$ cat src/rtl/rns_mac_pipe.sv
// rns_mac_pipe: pipelined handshaked RNS multiply-accumulate for moduli {2^(N+1)-1, 2^N, 2^N-1}
// Ports: clk/rst (sync, active-high); in_valid/in_ready/in_mode/in_last with residues a1,b1 (N+1b),
// a2,b2 and a3,b3 (Nb); out_valid/out_ready with results r1,r2,r3, out_cnt (products in result)
// and sticky err_ovf (a dot-product group reached MAX_LEN beats without in_last).
module rns_mac_pipe #(
  parameter int N = 4,
  parameter int MAX_LEN = 16,
  localparam int CW = $clog2(MAX_LEN + 1)
) (
  input  logic          clk,
  input  logic          rst,
  input  logic          in_valid,
  output logic          in_ready,
  input  logic          in_mode,
  input  logic          in_last,
  input  logic [N:0]    a1,
  input  logic [N:0]    b1,
  input  logic [N-1:0]  a2,
  input  logic [N-1:0]  b2,
  input  logic [N-1:0]  a3,
  input  logic [N-1:0]  b3,
  output logic          out_valid,
  input  logic          out_ready,
  output logic [N:0]    r1,
  output logic [N-1:0]  r2,
  output logic [N-1:0]  r3,
  output logic [CW-1:0] out_cnt,
  output logic          err_ovf
);
  // End-around-carry add: picking x+y+1 when it carries folds 2^k back to 1 and maps 2^k-1 to 0,
  // so results are never all-ones.
  function automatic logic [N:0] madd1(input logic [N:0] x, input logic [N:0] y);
    logic [N+1:0] s0, s1;
    s0 = {1'b0, x} + {1'b0, y};
    s1 = s0 + 1'b1;
    return s1[N+1] ? s1[N:0] : s0[N:0];
  endfunction
  function automatic logic [N-1:0] madd3(input logic [N-1:0] x, input logic [N-1:0] y);
    logic [N:0] s0, s1;
    s0 = {1'b0, x} + {1'b0, y};
    s1 = s0 + 1'b1;
    return s1[N] ? s1[N-1:0] : s0[N-1:0];
  endfunction
  function automatic logic [N:0] mul1(input logic [N:0] x, input logic [N:0] y);
    logic [N:0] xn, yn;
    logic [2*N+1:0] p;
    xn = &x ? '0 : x;
    yn = &y ? '0 : y;
    p = {{(N+1){1'b0}}, xn} * {{(N+1){1'b0}}, yn};
    return madd1(p[2*N+1:N+1], p[N:0]);
  endfunction
  function automatic logic [N-1:0] mul3(input logic [N-1:0] x, input logic [N-1:0] y);
    logic [N-1:0] xn, yn;
    logic [2*N-1:0] p;
    xn = &x ? '0 : x;
    yn = &y ? '0 : y;
    p = {{N{1'b0}}, xn} * {{N{1'b0}}, yn};
    return madd3(p[2*N-1:N], p[N-1:0]);
  endfunction
  logic [CW-1:0] cnt, s1_cnt;
  logic g_mode, s1_valid, s1_mode, s1_last, s1_ovf;
  logic [N:0] p1, acc1, sum1;
  logic [N-1:0] p2, p3, acc2, acc3, sum2, sum3, m2;
  logic take, mode_eff, at_max, last_eff;
  assign in_ready = ~out_valid | out_ready;
  assign take = in_valid & in_ready;
  always_comb begin
    mode_eff = (cnt == '0) ? in_mode : g_mode;
    at_max = cnt == CW'(MAX_LEN - 1);
    last_eff = ~mode_eff | in_last | at_max;
    m2 = a2 * b2;
    sum1 = madd1(acc1, p1);
    sum2 = acc2 + p2;
    sum3 = madd3(acc3, p3);
  end
  always_ff @(posedge clk) begin
    if (rst) begin
      cnt <= '0;
      g_mode <= 1'b0;
      s1_valid <= 1'b0;
      s1_mode <= 1'b0;
      s1_last <= 1'b0;
      s1_ovf <= 1'b0;
      s1_cnt <= '0;
      p1 <= '0;
      p2 <= '0;
      p3 <= '0;
      acc1 <= '0;
      acc2 <= '0;
      acc3 <= '0;
      out_valid <= 1'b0;
      r1 <= '0;
      r2 <= '0;
      r3 <= '0;
      out_cnt <= '0;
      err_ovf <= 1'b0;
    end else if (in_ready) begin
      s1_valid <= in_valid;
      if (take) begin
        p1 <= mul1(a1, b1);
        p2 <= m2;
        p3 <= mul3(a3, b3);
        s1_mode <= mode_eff;
        s1_last <= last_eff;
        s1_ovf <= mode_eff & at_max & ~in_last;
        s1_cnt <= cnt + 1'b1;
        cnt <= last_eff ? '0 : cnt + 1'b1;
        g_mode <= mode_eff;
      end
      out_valid <= s1_valid & s1_last;
      if (s1_valid & s1_last) begin
        r1 <= s1_mode ? sum1 : p1;
        r2 <= s1_mode ? sum2 : p2;
        r3 <= s1_mode ? sum3 : p3;
        out_cnt <= s1_cnt;
        err_ovf <= err_ovf | s1_ovf;
      end
      if (s1_valid & s1_mode) begin
        acc1 <= s1_last ? '0 : sum1;
        acc2 <= s1_last ? '0 : sum2;
        acc3 <= s1_last ? '0 : sum3;
      end
    end
  end
endmodule

$ cat config.mk
export PLATFORM = sky130hd
export DESIGN_NAME = rns_mac_pipe
export DESIGN_NICKNAME = d
export VERILOG_FILES = /design/src/rtl/rns_mac_pipe.sv
export SDC_FILE = /design/constraint.sdc
export NUM_CORES = 1
export LEC_CHECK = 0
export ABC_CLOCK_PERIOD_IN_PS = 7250
export BUFFER_PORTS_ARGS = -buffer_cell sky130_fd_sc_hd__buf_4
export CORE_UTILIZATION = 60
export DETAILED_ROUTE_END_ITERATION = 10
export HOLD_SLACK_MARGIN = 0.1
export PLACE_DENSITY = 0.81
export SYNTH_ARGS = -nofsm -noshare
export SYNTH_HDL_FRONTEND = slang
export SYNTH_SLANG_ARGS = --single-unit
$ cat constraint.sdc
create_clock -name clk -period 7.25 [get_ports clk]
set_input_delay 1.0875 -clock clk [delete_from_list [all_inputs] [get_ports clk]]
set_output_delay 1.0875 -clock clk [all_outputs]
set_load 0.02 [all_outputs]
==> results of run 1 <==
## stage by stage
step / power, W / setup WS (ns)
5_1_grt: 0.00136 / 0.549
2_1_floorplan: 0.000800 / 1.19
4_1_cts: 0.00127 / 0.976
6_report: 0.00127 / 0.939
3_3_place_gp: 0.000899 / 0.920
3_5_place_dp: 0.000923 / 0.639
## cells in the mapped netlist, types with 2 or more instances
| master | number |
|---|---|
| sky130_fd_sc_hd__nand4_1 | 12 |
| sky130_fd_sc_hd__a211oi_2 | 2 |
| sky130_fd_sc_hd__mux2i_1 | 6 |
| sky130_fd_sc_hd__and4_1 | 3 |
| sky130_fd_sc_hd__nor3b_1 | 5 |
| sky130_fd_sc_hd__nand3_1 | 25 |
| sky130_fd_sc_hd__xnor3_1 | 2 |
| sky130_fd_sc_hd__clkbuf_1 | 17 |
| sky130_fd_sc_hd__or3_1 | 2 |
| sky130_fd_sc_hd__and2_1 | 12 |
| sky130_fd_sc_hd__nand4b_1 | 2 |
| sky130_fd_sc_hd__nor2b_1 | 4 |
| sky130_fd_sc_hd__fa_1 | 18 |
| sky130_fd_sc_hd__xnor2_1 | 23 |
| sky130_fd_sc_hd__ha_1 | 62 |
| sky130_fd_sc_hd__or2_2 | 2 |
| sky130_fd_sc_hd__nor2_1 | 66 |
| sky130_fd_sc_hd__inv_1 | 35 |
| sky130_fd_sc_hd__a21o_1 | 14 |
| sky130_fd_sc_hd__a211oi_1 | 9 |
| sky130_fd_sc_hd__a311o_1 | 3 |
| sky130_fd_sc_hd__o211ai_1 | 2 |
| sky130_fd_sc_hd__nor3_1 | 10 |
| sky130_fd_sc_hd__nand2_1 | 70 |
| sky130_fd_sc_hd__nor4b_1 | 4 |
| sky130_fd_sc_hd__and3_1 | 7 |
| sky130_fd_sc_hd__o22ai_1 | 2 |
| sky130_fd_sc_hd__dfxtp_1 | 60 |
| sky130_fd_sc_hd__nand3b_1 | 5 |
| sky130_fd_sc_hd__a21oi_1 | 53 |
| sky130_fd_sc_hd__o31ai_1 | 6 |
| sky130_fd_sc_hd__o21bai_1 | 3 |
| sky130_fd_sc_hd__buf_1 | 3 |
| sky130_fd_sc_hd__o21ai_0 | 26 |
| sky130_fd_sc_hd__xor2_1 | 10 |
| sky130_fd_sc_hd__nand2b_1 | 3 |
| sky130_fd_sc_hd__a31oi_1 | 4 |
## power by group through the flow
stage               registers [W]  logic [W]  clock network (W)
CTS                      0.000379   0.000543           0.000346
floorplan                0.000378   0.000421                  0
global route             0.000383   0.000618           0.000364
detailed placement       0.000386   0.000538                  0
global placement         0.000385   0.000514                  0
finish                   0.000379   0.000548           0.000345
## metal layers
layer / routed length [microns] / vias to the layer above / track usage [%]
li1: - / 2299 / -
met1: 5120 / 2148 / 32.9
met2: 5440 / 104 / 46.6
met3: 502 / 24 / 5.26
met4: 171 / 0 / 8.46
met5: 0 / - / 0
## area by class of cell
type / count / area share [%]
multi-input combinational: 507 / 63.5
inverter: 35 / 2.29
clock buffer: 13 / 2.77
sequential: 60 / 20.9
clock inverter: 3 / 1.20
tap: 105 / 2.29
timing repair buffer: 54 / 7.06
## state kept, by name (all words and copies together), names as in the netlist, 5 cells and up
name / cells
cnt: 5
s1_cnt: 5
p1: 5
acc1: 5
out_cnt: 5
r1: 5
## how the worst max path moves through the flow
stage               start  cells past startpoint  slack, ns  endpoint
floorplan           a1[2]                     21       1.19     p1[1]
global placement    a1[2]                     22       0.92     p1[1]
detailed placement  a1[2]                     21       0.64     p1[1]
CTS                 a1[2]                     21       0.98     p1[1]
global route        a1[2]                     21       0.55     p1[1]
finish              a1[2]                     21       0.94     p1[1]
## tightest hold or removal path, cell delays in order (launching register included)
cell,delay [ns]
sky130_fd_sc_hd__dfxtp_1,0.31
sky130_fd_sc_hd__nand2_1,0.05
sky130_fd_sc_hd__a21oi_1,0.05
## logic make-up (layout without fill, tap and decap cells)
group	count (synthesis)	in the layout
XOR/XNOR	36	36
flip-flops	60	60
multiplexers	7	7
buffers and inverters	56	105
AND/OR/NAND/NOR	241	241
adder cells (fa/ha/maj)	80	80
AO/OA/AOI/OAI	143	143
==> reports/qor.txt, run 1 <==
Outcome - complete, no violations
Hold EP - s1_ovf
Nets@finish - 779
Commonest non-fill, non-tap cell in the layout - sky130_fd_sc_hd__nand2_1
XOR/XNOR Fraction of Synth Area - 6.91%
Post-cts resize count - 0
Portion of total power attributed to the clock network - 27.1%
Number of vias per cell after detailed routing - 5.89
Actual transition at the worst max-transition pin - 1.02 ns
Multi-input gate area - 3650 sq um
Layout Skew - 0.0146 ns
Yosys warns - 0
Cell type of the slowest stage on the worst timing path - sky130_fd_sc_hd__or4_1
Crit path cell chain - buf_4, nand4_1, inv_1, nand2_1, nand4_1, fa_1, fa_1, fa_1, inv_1, ha_1, nor2b_1, o21ai_0, nand2b_1, xor2_1, inv_1, fa_1, xnor2_1, nand3_1, or4_1, and3_1, o31a_1
Power density normalized to cell area - 221 nW/um^2
Dominant register cell in the synthesized netlist - sky130_fd_sc_hd__dfxtp_1
Area of all placed cells without fillers - 5750 sq um
DIE AREA - 8820 sq um
Overall Global Routing Usage - 26.7%
Worst-skew pair later-pin latency - 0.34 ns
WP data arrival - 6.52 ns
Min-Delay Startpoint - s1_ovf
Number of clock sinks - 60
Cell types with the largest area share after synthesis - sky130_fd_sc_hd__dfxtp_1 (24%), sky130_fd_sc_hd__ha_1 (15%), sky130_fd_sc_hd__fa_1 (7.1%)
Half-perimeter wire length of the detailed placement result - 8670 microns
Top-Level Pins - 53
Sw Ratio - 36.5%
Sequential share of power - 29.8%
Maximum vdd ir drop - 0.121 mV
Clock transition at the registers of the reported paths - 0.06 ns
Start of the worst register-to-register path - p1[0]
Area share of the largest cell type after synthesis - 23.7%
Post-synthesis instance area - 5070 sq um
Remaining design rule violation count - 0
Hold slack - 0.456 ns
Standard cell area after detailed placement - 5520 sq um
Multiplexer share of the synthesized area - 1.41%
Effective utilization at floorplan - 62.0%
DIE WIDTH - 93.9 microns
Number of buffers created by CTS - 9
Placement row count - 33
Number of detailed-routing iterations run before antenna repair - 5
Via count - 4575
Via count of the first global-routing pass - 4416
Setup slack, reg-to-reg - 4.26 ns
Number of maximum-capacitance constraint violations - 0
Total wire length - 11200 microns
Count of final hold-check violations - 0
Library cell appearing most often on the critical path - sky130_fd_sc_hd__fa_1
Detailed Route Iter0 Violations - 216
Ratio of cells with drive above 1 in the final layout - 12.4%
Average instance area after synthesis - 8.13 sq um
Height of the die - 93.9 microns
Slowest Stage Delay on Critical Path - 0.59 ns
Data required time at the worst endpoint - 7.46 ns
Tcrit/Tclk final - 87.0%
Kind of path behind the tightest hold check - reg -> reg
Synthesized-area fraction occupied by ao, oa, aoi and oai cells - 18.0%
Tightest slew margin relative to the limit - 31.7%
Final worst path period need - 6.31 ns
TritonCTS clock tree - done
Hold buffers post-CTS - 0
Global-route wire length before repair - 19000 microns
Antenna Diode Count - 0
Worst Reg-to-Reg Cells - 8
Post-synthesis cell type with the largest combined area - sky130_fd_sc_hd__dfxtp_1
Proportion of register bits with asynchronous set or reset after synthesis - 0%
Sequential share of the synthesized area - 23.7%
Worst setup path class - in -> reg
Max-slew violations - 0
Post-Synth Adder-Cell Area - 22.4%
Distinct cell type count after synthesis - 68
Logic pwr share - 43.1%
Count of buffer and inverter cells on the critical path - 4
CP endpoint kind - register
Fraction of the core area covered by cells at the end of the flow - 70.3%
DRT antenna net count - 0
Final setup violation count - 0
Count of mapped cells out of synthesis - 623
Kind of launch point of the worst setup path - primary input
Leakage power of the design - 2.68 nW
Final weighted congestion in routability-driven placement - 0.928
Maximum fanout along the worst path - 8
Largest family of logic cells by synthesized area - simple AND/OR/NAND/NOR gates
Number of synthesized register bits - 60
Number of flops mapped to enable cells by yosys - 0
CTS HTree Levels - 3
Setup repair after global routing missed its margin - false
Share of synthesized cell area in and, or, nand and nor gates - 23.3%
Signed area change from the synthesized netlist to the final layout - 13.4%
Non-filler cells, final - 777
Most frequent cells in the layout - sky130_fd_sc_hd__nand2_1 (70), sky130_fd_sc_hd__nor2_1 (66), sky130_fd_sc_hd__ha_1 (62), sky130_fd_sc_hd__dfxtp_1 (60), sky130_fd_sc_hd__buf_4 (54)
Fill cells - 659
Post-CTS repair timing setup buffer count - 0
Register area - 1200 sq um
Internal cell power - 0.000807 W
Core ar. - 8180 sq um
Cells on Worst Hold Path - 2
Capture point of the worst reg-to-reg path - r1[1]
Initial antenna violation count - 0
IO buf count - 52
Cell family with most CP delay - adder cells
Max frequency - 158 MHz
Maximum number of pins on one net before global-route repair - 46
Placed cell count - 761
Syn Nets - 735
Max Root-Sink Buffers - 2
Wirelength per Cell - 14.5 microns
Final total negative setup slack - 0 ns
Aggregate global routing overflow - 0
Clock root buffer - sky130_fd_sc_hd__clkbuf_8
Switching pwr - 0.000464 W
(Power assumes the default switching activity.)
==> run 2, diff against run 1 <==
--- a/config.mk
+++ b/config.mk
@@ -5,7 +5,7 @@
 export SDC_FILE = /design/constraint.sdc
 export NUM_CORES = 1
 export LEC_CHECK = 0
-export ABC_CLOCK_PERIOD_IN_PS = 7250
+export ABC_CLOCK_PERIOD_IN_PS = 7100
 export BUFFER_PORTS_ARGS = -buffer_cell sky130_fd_sc_hd__buf_4
 export CORE_UTILIZATION = 60
 export DETAILED_ROUTE_END_ITERATION = 10
==> constraint.sdc (replaced) <==
create_clock -name clk -period 7.1 [get_ports clk]
set_input_delay 1.065 -clock clk [delete_from_list [all_inputs] [get_ports clk]]
set_output_delay 1.065 -clock clk [all_outputs]
set_load 0.02 [all_outputs]
==> run 2 against run 1 <==
Clock skew down 0.0041 ns. Combinational power up 3%. Largest power group unchanged. Flip-flop and latch count did not move. Via count is 1.6% higher. Critical endpoint is now p1[2]. Wire length rose by 1.7%. Clock power increased by 2%. Count of clock-buffer cells in the layout did not move. Sequential share of layout area is the same. First-iteration DRC count increased by 38%.
==> reports/qor.txt, run 2 (synthesis gave the netlist of run 1 again) <==
Antenna Diode Count - 0
Most Used Layer, Global Route - met2
Most frequent cells in the layout - sky130_fd_sc_hd__nand2_1 (70), sky130_fd_sc_hd__nor2_1 (66), sky130_fd_sc_hd__ha_1 (62), sky130_fd_sc_hd__dfxtp_1 (60), sky130_fd_sc_hd__buf_4 (54)
Count of final hold-check violations - 0
Top-Level Pins - 53
DRT antenna net count - 0
Height of the die - 93.9 microns
Met3 GRT Util - 6.96%
Placement row count - 33
Data required time at the worst endpoint - 7.32 ns
Slowest Stage Delay on Critical Path - 0.59 ns
DIE WIDTH - 93.9 microns
CTS HTree Levels - 3
Number of buffers created by CTS - 9
Outcome - complete, no violations
Sw Ratio - 36.8%
Half-perimeter wire length of the detailed placement result - 8730 microns
Kind of launch point of the worst setup path - primary input
Tcrit/Tclk final - 88.9%
Global routing met1 resource utilization - 34.3%
WP data arrival - 6.54 ns
Maximum fanout along the worst path - 8
Met2 layer usage reported by global route - 48.0%
Global-route wire length before repair - 19600 microns
Clock transition at the registers of the reported paths - 0.07 ns
Logic pwr share - 43.3%
Kind of path behind the tightest hold check - reg -> reg
Max Root-Sink Buffers - 2
Number of detailed-routing iterations run before antenna repair - 5
Setup repair after global routing missed its margin - false
Worst-skew pair later-pin latency - 0.34 ns
Setup WS post-layout - 0.786 ns
Maximum vdd ir drop - 0.119 mV
Number of clock sinks - 60
Final setup violation count - 0
Count of buffer and inverter cells on the critical path - 4
Library cell appearing most often on the critical path - sky130_fd_sc_hd__fa_1
Pre-CTS worst setup slack - 0.522 ns
Tightest slew margin relative to the limit - 31.5%
Crit path cell chain - buf_4, nand4_1, inv_1, nand2_1, nand4_1, fa_1, fa_1, fa_1, inv_1, ha_1, nor2b_1, o21ai_0, nand2b_1, xor2_1, inv_1, fa_1, xnor2_1, nand3_1, or4_1, a311oi_1, nor3_1
IO buf count - 52
Aggregate global routing overflow - 0
Nets@finish - 779
Via count - 4648
Switching pwr - 0.000479 W
Cell family with most CP delay - adder cells
Core ar. - 8180 sq um
Remaining design rule violation count - 0
Initial antenna violation count - 0
Post-cts resize count - 0
Ratio of cells with drive above 1 in the final layout - 12.4%
Worst setup path class - in -> reg
Total wire length - 11400 microns
Number of maximum-capacitance constraint violations - 0
Max-slew violations - 0
DIE AREA - 8820 sq um
Clock root buffer - sky130_fd_sc_hd__clkbuf_8
Via count of the first global-routing pass - 4450
TritonCTS clock tree - done
Signed area change from the synthesized netlist to the final layout - 13.4%
Number of vias per cell after detailed routing - 5.98
Internal cell power - 0.000824 W
Power density normalized to cell area - 227 nW/um^2
Final weighted congestion in routability-driven placement - 0.928
Hold buffers post-CTS - 0
Portion of total power attributed to the clock network - 27.0%
Fraction of the core area covered by cells at the end of the flow - 70.3%
CP endpoint kind - register
Cell type of the slowest stage on the worst timing path - sky130_fd_sc_hd__or4_1
Sequential share of power - 29.6%
Leakage power of the design - 2.68 nW
Detailed Route Iter0 Violations - 297
Wirelength per Cell - 14.7 microns
Post-CTS repair timing setup buffer count - 0
Maximum number of pins on one net before global-route repair - 46
Commonest non-fill, non-tap cell in the layout - sky130_fd_sc_hd__nand2_1
Effective utilization at floorplan - 62.0%
Fill cells - 684
Final worst path period need - 6.31 ns
Max frequency - 158 MHz
Overall Global Routing Usage - 27.9%
Layout Skew - 0.0105 ns
Actual transition at the worst max-transition pin - 1.03 ns
Final total negative setup slack - 0 ns
## run 2: cell counts in the layout (fill, tap and decap cells not counted)
Identical to the previous run, type by type.
## run 2: path summary, 6_finish.rpt
kind,depth (start not counted),from,slack (ns),to
worst max register to register,8,p1[0],4.15,r1[1]
worst min-delay path,2,s1_cnt[1],0.46,out_cnt[1]
worst max-delay path,21,a1[2],0.79,p1[2]
worst min register to register,2,s1_cnt[1],0.46,out_cnt[1]
## run 2: metal layers
layer | share of wire, % | routed length, microns | up-vias
met3 | 5.5 | 628 | 18
met4 | 1.2 | 139 | 0
met1 | 44 | 5030 | 2183
met2 | 49 | 5630 | 154
met5 | 0 | 0 | -
li1 | - | - | 2293
## run 2: power by group through the flow
stage | Sequential [W] | Combinational (W) | Clock, W
6_report | 0.000387 | 0.000565 | 0.000353
5_1_grt | 0.000390 | 0.000631 | 0.000374
4_1_cts | 0.000386 | 0.000559 | 0.000357
3_5_place_dp | 0.000393 | 0.000550 | 0
3_3_place_gp | 0.000393 | 0.000525 | 0
2_1_floorplan | 0.000386 | 0.000430 | 0
## run 2: area by class of cell
cell class              instances  area, sq um  share of cell area (%)
multi-input cells             507         3650                    63.5
flip-flops and latches         60         1200                    20.9
repair buffers                 54          405                    7.06
clock buffers                  13          159                    2.77
inverters                      35          131                    2.29
well taps                     105          131                    2.29
clock inverters                 3         68.8                    1.20
## run 2: per-stage QoR
step | hold WS, ns | total power (W) | cell area, sq um | instances
floorplan | 0.429 | 0.000817 | 5070 | 623
global placement | 0.439 | 0.000918 | 5520 | 761
detailed placement | 0.448 | 0.000944 | 5520 | 761
CTS | 0.457 | 0.00130 | 5750 | 777
global route | 0.463 | 0.00140 | 5750 | 777
finish | 0.457 | 0.00130 | 5750 | 777
## run 2: worst reg2reg max path: stages (launching register included)
cell,delay (ns)
sky130_fd_sc_hd__dfxtp_1,0.33
sky130_fd_sc_hd__ha_1,0.24
sky130_fd_sc_hd__fa_1,0.44
sky130_fd_sc_hd__a21o_2,0.24
sky130_fd_sc_hd__a21oi_1,0.25
sky130_fd_sc_hd__xor2_1,0.19
sky130_fd_sc_hd__o31ai_1,0.63
sky130_fd_sc_hd__nand2_1,0.17
sky130_fd_sc_hd__a311o_1,0.37
